File: src/rtl/iter_multiplier.sv
// Iterative 32x32 shift-add multiplier (signed/unsigned). It takes 34 cycles per product
// and emits a one-cycle WE pulse so the downstream HI/LO registers load the result.
module iter_multiplier (
    input  logic        CLK,
    input  logic        RST,
    input  logic        START,
    input  logic        SIGNED,
    input  logic [31:0] A,
    input  logic [31:0] B,
    output logic        BUSY,
    output logic        WE,
    output logic [31:0] DataLo,
    output logic [31:0] DataHi,
    output logic        OVF
);
    typedef enum logic [1:0] {S_IDLE, S_BUSY, S_WRITE} state_t;

    state_t      r_state;
    logic        r_busy;
    logic        r_we;
    logic [31:0] r_data_lo;
    logic [31:0] r_data_hi;
    logic        r_ovf;
    logic [4:0]  r_cnt;
    logic [63:0] r_p;
    logic [31:0] r_m;
    logic        r_neg;
    logic        r_signed;

    logic [31:0] w_mag_a;
    logic [31:0] w_mag_b;
    logic [32:0] w_t;
    logic [63:0] w_p_next;
    logic [63:0] w_r;
    logic        w_ovf;

    // Magnitudes are taken as 32-bit unsigned, so |0x80000000| stays 0x80000000.
    assign w_mag_a  = (SIGNED && A[31]) ? (~A + 32'd1) : A;
    assign w_mag_b  = (SIGNED && B[31]) ? (~B + 32'd1) : B;

    assign w_t      = {1'b0, r_p[63:32]} + (r_p[0] ? {1'b0, r_m} : 33'd0);
    assign w_p_next = {w_t, r_p[31:1]};
    assign w_r      = r_neg ? (~w_p_next + 64'd1) : w_p_next;
    assign w_ovf    = r_signed ? (w_r[63:32] != {32{w_r[31]}}) : (w_r[63:32] != 32'h0);

    always_ff @(posedge CLK or posedge RST) begin
        if (RST) begin
            r_state   <= S_IDLE;
            r_busy    <= 1'b0;
            r_we      <= 1'b0;
            r_data_lo <= 32'h0;
            r_data_hi <= 32'h0;
            r_ovf     <= 1'b0;
            r_cnt     <= 5'd0;
            r_p       <= 64'h0;
            r_m       <= 32'h0;
            r_neg     <= 1'b0;
            r_signed  <= 1'b0;
        end else begin
            case (r_state)
                S_IDLE: begin
                    if (START) begin
                        r_state  <= S_BUSY;
                        r_busy   <= 1'b1;
                        r_neg    <= SIGNED & (A[31] ^ B[31]);
                        r_signed <= SIGNED;
                        r_m      <= w_mag_a;
                        r_p      <= {32'h0, w_mag_b};
                        r_cnt    <= 5'd0;
                    end
                end
                S_BUSY: begin
                    r_p   <= w_p_next;
                    r_cnt <= r_cnt + 5'd1;
                    // The last iteration's sum feeds the output registers directly.
                    if (r_cnt == 5'd31) begin
                        r_state   <= S_WRITE;
                        r_we      <= 1'b1;
                        r_data_lo <= w_r[31:0];
                        r_data_hi <= w_r[63:32];
                        r_ovf     <= w_ovf;
                    end
                end
                S_WRITE: begin
                    r_state <= S_IDLE;
                    r_we    <= 1'b0;
                    r_busy  <= 1'b0;
                end
                default: begin
                    r_state <= S_IDLE;
                    r_we    <= 1'b0;
                    r_busy  <= 1'b0;
                end
            endcase
        end
    end

    assign BUSY   = r_busy;
    assign WE     = r_we;
    assign DataLo = r_data_lo;
    assign DataHi = r_data_hi;
    assign OVF    = r_ovf;
endmodule

File: config.mk
export PLATFORM = sky130hd
export DESIGN_NAME = iter_multiplier
export DESIGN_NICKNAME = d
export VERILOG_FILES = /design/src/rtl/iter_multiplier.sv
export SDC_FILE = /design/constraint.sdc
export NUM_CORES = 1
export LEC_CHECK = 0
export CAP_MARGIN = 5
export CORE_ASPECT_RATIO = 0.8
export CORE_UTILIZATION = 25
export DETAILED_ROUTE_END_ITERATION = 10
export PLACE_DENSITY = 0.39
export SKIP_LAST_GASP = 1
export SYNTH_ARGS = -nofsm -noshare
export SYNTH_HDL_FRONTEND = slang
export SYNTH_SLANG_ARGS = --single-unit
File: constraint.sdc
create_clock -name CLK -period 9.9 [get_ports CLK]
set_clock_uncertainty 0.1 [all_clocks]
set_input_delay 0.99 -clock CLK [delete_from_list [all_inputs] [get_ports CLK]]
set_output_delay 0.99 -clock CLK [all_outputs]
set_load 0.05 [all_outputs]
# [Word-level counts from Yosys, hierarchy flattened]
# Cells that the tools add are included.
[word_totals] reg_bits=172 out_inout_bits=67 input_bits=68 wordCells=55
[classes] reduce_logical=11 eq_ne=5 bitwise_logic=7 addsub=5 mux=16
[ops] op="2-to-1 mux 64 bit" n=2
[ops] op="one-hot mux 64 bit (2 select lines)" n=1
[ops] op="2-to-1 mux 32 bit" n=3
[ops] op="adder 32 x 1 -> 32 bit, second input constant" n=2
[ops] op="adder 64 x 1 -> 64 bit, second input constant" n=1
[ops] op="inverter 32 bit" n=2
[ops] op="inverter 64 bit" n=1
[ops] op="adder 32 x 32 -> 33 bit" n=1
[ops] op="inequality test 32 bit" n=1
[ops] op="nonzero test 32 bit" n=1
[ops] op="AND reduction 2 bit" n=6
[ops] op="one-hot mux 5 bit (2 select lines)" n=1
[ops] op="adder 5 x 1 -> 5 bit, second input constant" n=1
[ops] op="equality test 5 bit, second input constant" n=1
[ops] op="2-to-1 mux 5 bit" n=1
[ops] op="2-to-1 mux 2 bit" n=2
[ops] op="inequality test 2 bit, second input constant" n=2
[ops] op="one-hot mux 1 bit (2 select lines)" n=2
[ops] op="one-hot mux 2 bit (2 select lines)" n=1
[ops] op="2-to-1 mux 1 bit" n=3
[ops] op="equality test 2 x 1 -> 1 bit, second input constant" n=1
[ops] op="logical AND 1 bit" n=2
[ops] op="zero test 2 bit" n=1
[ops] op="inverter 1 bit" n=2
[ops] op="other kinds (3)" n=3

# [Logic depth before layout (Yosys ltp)]
[logic_depth] depth_word=7 mapped_depth=19 mapped_depth_nobuf=16

# [Worst setup path after synthesis]
# No wires, ideal clock.
[synth_path] path_kind="reg-to-reg" start="reg r_p[1]" end="reg r_ovf (netlist: OVF)" required_time_ns=9.671 synth_period_minus_slack_ns=5.330 path_slack_ns=4.570 arrival_ns=5.101 stages_incl_launch_ff=18 path_buffers=2 setup_ns=0.129 path_cell_list="dfrtp_1 inv_1 ha_1 or4b_2 or4_4 or3_1 or4_1 buf_2 or4_1 buf_2 or3_1 o21ai_0 xor2_1 and4b_1 nand4_1 or4_1 o22ai_1 a21oi_1"
[synth_via] elab_chain_cells=5 elab_cells_between_ends=6 classes_between="1 x add/sub; 1 x eq/ne; 2 x mux; 1 x bitwise; 1 x reduce/logical"
[synth_rtl] item="from (decl)" line_no="25" source="logic [63:0] r_p;"
[synth_rtl] item="from (signal assigned)" line_no="68" source="r_p <= {32'h0, w_mag_b};"
[synth_rtl] item="from (signal assigned)" line_no="73" source="r_p <= w_p_next;"
[synth_rtl] item="inverter 64 bit (*)" line_no="43" source="assign w_r = r_neg ? (~w_p_next + 64'd1) : w_p_next;"
[synth_rtl] item="adder 64 x 1 -> 64 bit (*)" line_no="43"
[synth_rtl] item="2-to-1 mux 64 bit (*)" line_no="43"
[synth_rtl] item="inequality test 32 bit / nonzero test 32 bit (equally long branches)" line_no="44" source="assign w_ovf = r_signed ? (w_r[63:32] != {32{w_r[31]}}) : (w_r[63:32] != 32'h0);"
[synth_rtl] item="2-to-1 mux 1 bit (*)" line_no="44"
[synth_rtl] item="to (signal assigned)" line_no="81" source="r_ovf <= w_ovf;"
[synth_rtl] item="to (decl)" line_no="23" source="logic r_ovf;"
# Mark *: on every way between the ends. The rest lies on a longest branch, timed or not.
# A chain may end at the register's enable or synchronous reset.

# [Worst setup path in the final report]
[layout_path] start="reg r_p[0]" end="reg r_ovf (netlist: OVF)"
[layout_via] elab_chain_cells=7 elab_cells_between_ends=8 classes_between="2 x add/sub; 1 x eq/ne; 3 x mux; 1 x bitwise; 1 x reduce/logical"
[layout_rtl] item="2-to-1 mux 32 bit (*)" line_no="41" source="assign w_t = {1'b0, r_p[63:32]} + (r_p[0] ? {1'b0, r_m} : 33'd0);"
[layout_rtl] item="adder 32 x 32 -> 33 bit (*)" line_no="41"
[layout_rtl] item="inverter 64 bit" line_no="43"
[layout_rtl] item="adder 64 x 1 -> 64 bit" line_no="43"
[layout_rtl] item="2-to-1 mux 64 bit (*)" line_no="43"
[layout_rtl] item="inequality test 32 bit / nonzero test 32 bit (equally long branches)" line_no="44"
[layout_rtl] item="2-to-1 mux 1 bit (*)" line_no="44"
# Marks and branches as above.

==> run_results.csv <==
group,metric,value,unit
pwr,p_leak,0.00577,µW
timing,min_period,6.26,ns
finish,n_antenna_cell,0,
clock_network,holdBufCountCts,0,
detailed_routing,wl_per_cell,18.9,µm
finish,fin_util,0.310,
synthesis,ys_ff_latch,172,
global_route,grt_max_degree,114,
timing,fin_ws,3.64,ns
worst_setup_path,crit_slowest_cell,"nor4_1",
pwr,vdd_ir_drop_max,0.141,mV
detailed_routing,drt_iter0_drc,825,
clock_network,cts_resized,0,
finish,nets,1622,
worst_setup_path,reg2reg_depth,15,
worst_setup_path,start_kind,"flop",
clock_network,cts_setup_buffers,0,
finish,fillers,4903,
clock_network,clk_root_buffer_cell,"clkbuf_16",
worst_setup_path,crit_type,"reg2reg",
synthesis,synthSimpleGateAreaFrac,0.213,
die,dieWidth,245,µm
synthesis,synth_edf_count,0,
synthesis,syn_nets,1537,
global_route,grt_pass1_wl,62700,µm
die,io-pin-count,135,
worst_setup_path,cp_max_fo,33,
timing,hold_slack,0.374,ns
timing,maxSlewViolCount,0,
clock_network,numCtsBuffers,17,
placement,dp_slack,3.69,ns
die,rows,70,
worst_setup_path,critPathCaptureType,"flop",
run,cap_violations,0,
clock_network,cts_tree,"done",
synthesis,synth_xor_area_frac,0.109,
worst_setup_path,crit_path_frequent_cell,"or4_1",
synthesis,synth_top_family_by_area,"compound AO/OA/AOI/OAI gates",
synthesis,ys_warn_count,0,
worst_setup_path,path_cells,"and2_1, ha_1, fa_1, a211oi_1, o21ai_1, xnor2_1, o211ai_1, or4_1, nor4_1, nand4_1, o41ai_1, xor2_1, or4_1, o22ai_1, a21oi_1",
die,chipHeight,197,µm
timing,grt_setup_unrepaired,"no",
detailed_routing,drc,0,
placement,dp_hpwl,31200,µm
timing,worst_pin_slew,1.21,ns
timing,slew_headroom,0.186,
synthesis,yosysSeqAreaShare,0.363,
finish,drive_gt1_frac,0.0497,
min_path,min_path_cells,2,
die,initial_utilization,0.256,
timing,fin_setup_tns,0,ns
min_path,hp-class,"reg2reg",
timing,hold_viol,0,
detailed_routing,vias,10868,
global_route,antenna_found_initial,4,
pwr,power.density,321,nW/µm²
clock_network,clk_path_buf_depth,2,
die,core_area,46200,µm²
synthesis,syn_area,11800,µm²
worst_setup_path,r2r_start,"r_p[0]$_DFFE_PP0P_",
global_route,grt_pass1_vias,10140,
clock_network,clk_latency,0.46,ns
placement,io_buffers,134,
worst_setup_path,cpPeakStageDelay,0.68,ns
synthesis,async_flop_share,1.00,
synthesis,synth-adder-area-share,0.0408,
detailed_routing,viasPerCell,5.08,
outcome,status,"finished clean",
pwr,total_power,4590,µW
synthesis,synth_ff_type,"dfrtp_1",
placement,gp_congestion,0.864,
detailed_routing,first_pass_iters,5,
synthesis,synth_compound_area_frac,0.232,
global_route,overflow,0,
die,die_area,48300,µm²
synthesis,muxShareOfSynthArea,0.00750,
min_path,hold_start,"r_m[26]$_DFFE_PP0P_",
timing,setup_viol,0,
synthesis,ys_types,74,
global_route,grt_usage,0.170,
worst_setup_path,arrival,6.50,ns
clock_network,htreeDepth,4,
clock_network,clkSinkCount,172,
finish,syn_to_final_growth,20.9,%
synthesis,syn_inst,1431,
clock_network,path_clk_slew,0.08,ns
worst_setup_path,critical_path.startpoint,"r_p[0]$_DFFE_PP0P_",
detailed_routing,wl,40400,µm
timing,period_share,0.632,
timing,max_freq,160,MHz
detailed_routing,ant_nets,0,
synthesis,synth.avg_cell_area,8.28,µm²
worst_setup_path,required,10.14,ns
[cells by family after synthesis]
logic type | after synthesis
AO/OA/AOI/OAI | 443
XOR/XNOR | 147
adder cells (fa/ha/maj) | 38
buffers and inverters | 109
flip-flops | 172
multiplexers | 8
AND/OR/NAND/NOR | 514
[final timing paths]
kind	to	slack, ns
setup / recovery	OVF$_DFFE_PP0P_	3.64
hold / removal	r_m[26]$_DFFE_PP0P_	0.37
setup reg to reg	OVF$_DFFE_PP0P_	3.64
hold reg to reg	r_m[26]$_DFFE_PP0P_	0.37
max in group asynchronous	r_neg$_DFFE_PP0P_	7.46
min in group asynchronous	DataLo[14]$_DFFE_PP0P_	0.87
[Yosys cell counts (4+ instances only)]
library cell  number  area (µm²)
nand2_1          205         769
o21ai_0          201        1010
dfrtp_1          172        4300
xor2_1            80         701
nor2_1            79         297
clkbuf_1          71         267
a21oi_1           70         350
xnor2_1           67         587
and2_1            41         257
nor3_1            41         205
ha_1              37         463
a22oi_1           29         218
inv_1             27         101
nand4_1           25         156
nand3_1           21         105
o31ai_1           20         150
a22o_1            18         158
nor4_1            18         113
o211ai_1          14         105
or4_1             14         105
o41ai_1           13         114
a211oi_1          12        90.1
nor2b_1           12        75.1
or3_1             10        62.6
nand2b_1           9        56.3
or2_2              9        56.3
and4_1             7        61.3
mux2_2             7        78.8
o21a_1             7        52.6
a21o_1             6        45.0
and3_1             5        31.3
buf_1              5        18.8
a311oi_1           4        35.0
a31oi_1            4        25.0
buf_2              4        20.0
o21bai_1           4        30.0
o22ai_1            4        25.0
o311ai_0           4        35.0
[per-layer routing]
layer,track usage,vias up,part of all wire
met5,0,-,0
met4,0.0442,0,0.011
met3,0.0249,30,0.043
met2,0.220,240,0.38
met1,0.281,5236,0.57
li1,-,5362,-
[final cells by class]
cell class              count  area, µm²  area share
clock buffers              21        480      0.0335
clock inverters            11       81.3     0.00568
inverters                  28        110     0.00769
multi-input cells        1150       7140       0.499
flip-flops and latches    172       4310       0.301
well taps                 612        766      0.0535
repair buffers            147       1440       0.100
[state kept, by name (all words and copies together), names as in the netlist]
| name | count |
|---|---|
| OVF | 1 |
| DataLo | 32 |
| r_m | 32 |
| r_p | 64 |
| r_signed | 1 |
| BUSY | 1 |
| DataHi | 32 |
| r_cnt | 5 |
| r_state | 2 |
| r_neg | 1 |
| WE | 1 |
[worst max-delay path: cells and delay by family, from the launching register on]
kind	cells	cell delay [ns]
AOI/OAI and AO/OA	6	1.76
DFF	1	0.66
xor gates and xnor gates	2	0.71
adders and majority gates	2	0.62
and+or+nand+nor	5	2.27
[layout by cell type (no fill, tap or decap), types with 18 or more instances in the layout]
master and count:
a21oi_1 70, a22o_1 18, a22oi_1 29, and2_1 41, clkdlybuf4s50_1 134, dfrtp_1 171
ha_1 37, inv_1 26, nand2_1 204, nand3_1 21, nand4_1 25, nor2_1 79
nor3_1 41, nor4_1 18, o21ai_0 201, o31ai_1 20, xnor2_1 67, xor2_1 80
[metrics by stage]
stage / instances / area (µm²)
3_3_place_gp: 2109 / 13800
3_5_place_dp: 2109 / 13800
4_1_cts: 2141 / 14300
6_report: 2141 / 14300
2_1_floorplan: 1431 / 11800
5_1_grt: 2141 / 14300
[power by group]
part,switching [µW],total (µW),internal (µW)
logic,1750,2660,905
registers,278,1270,995
clock network,310,661,351
total,2340,4590,2250
Power figures use the tool's default switching activity.
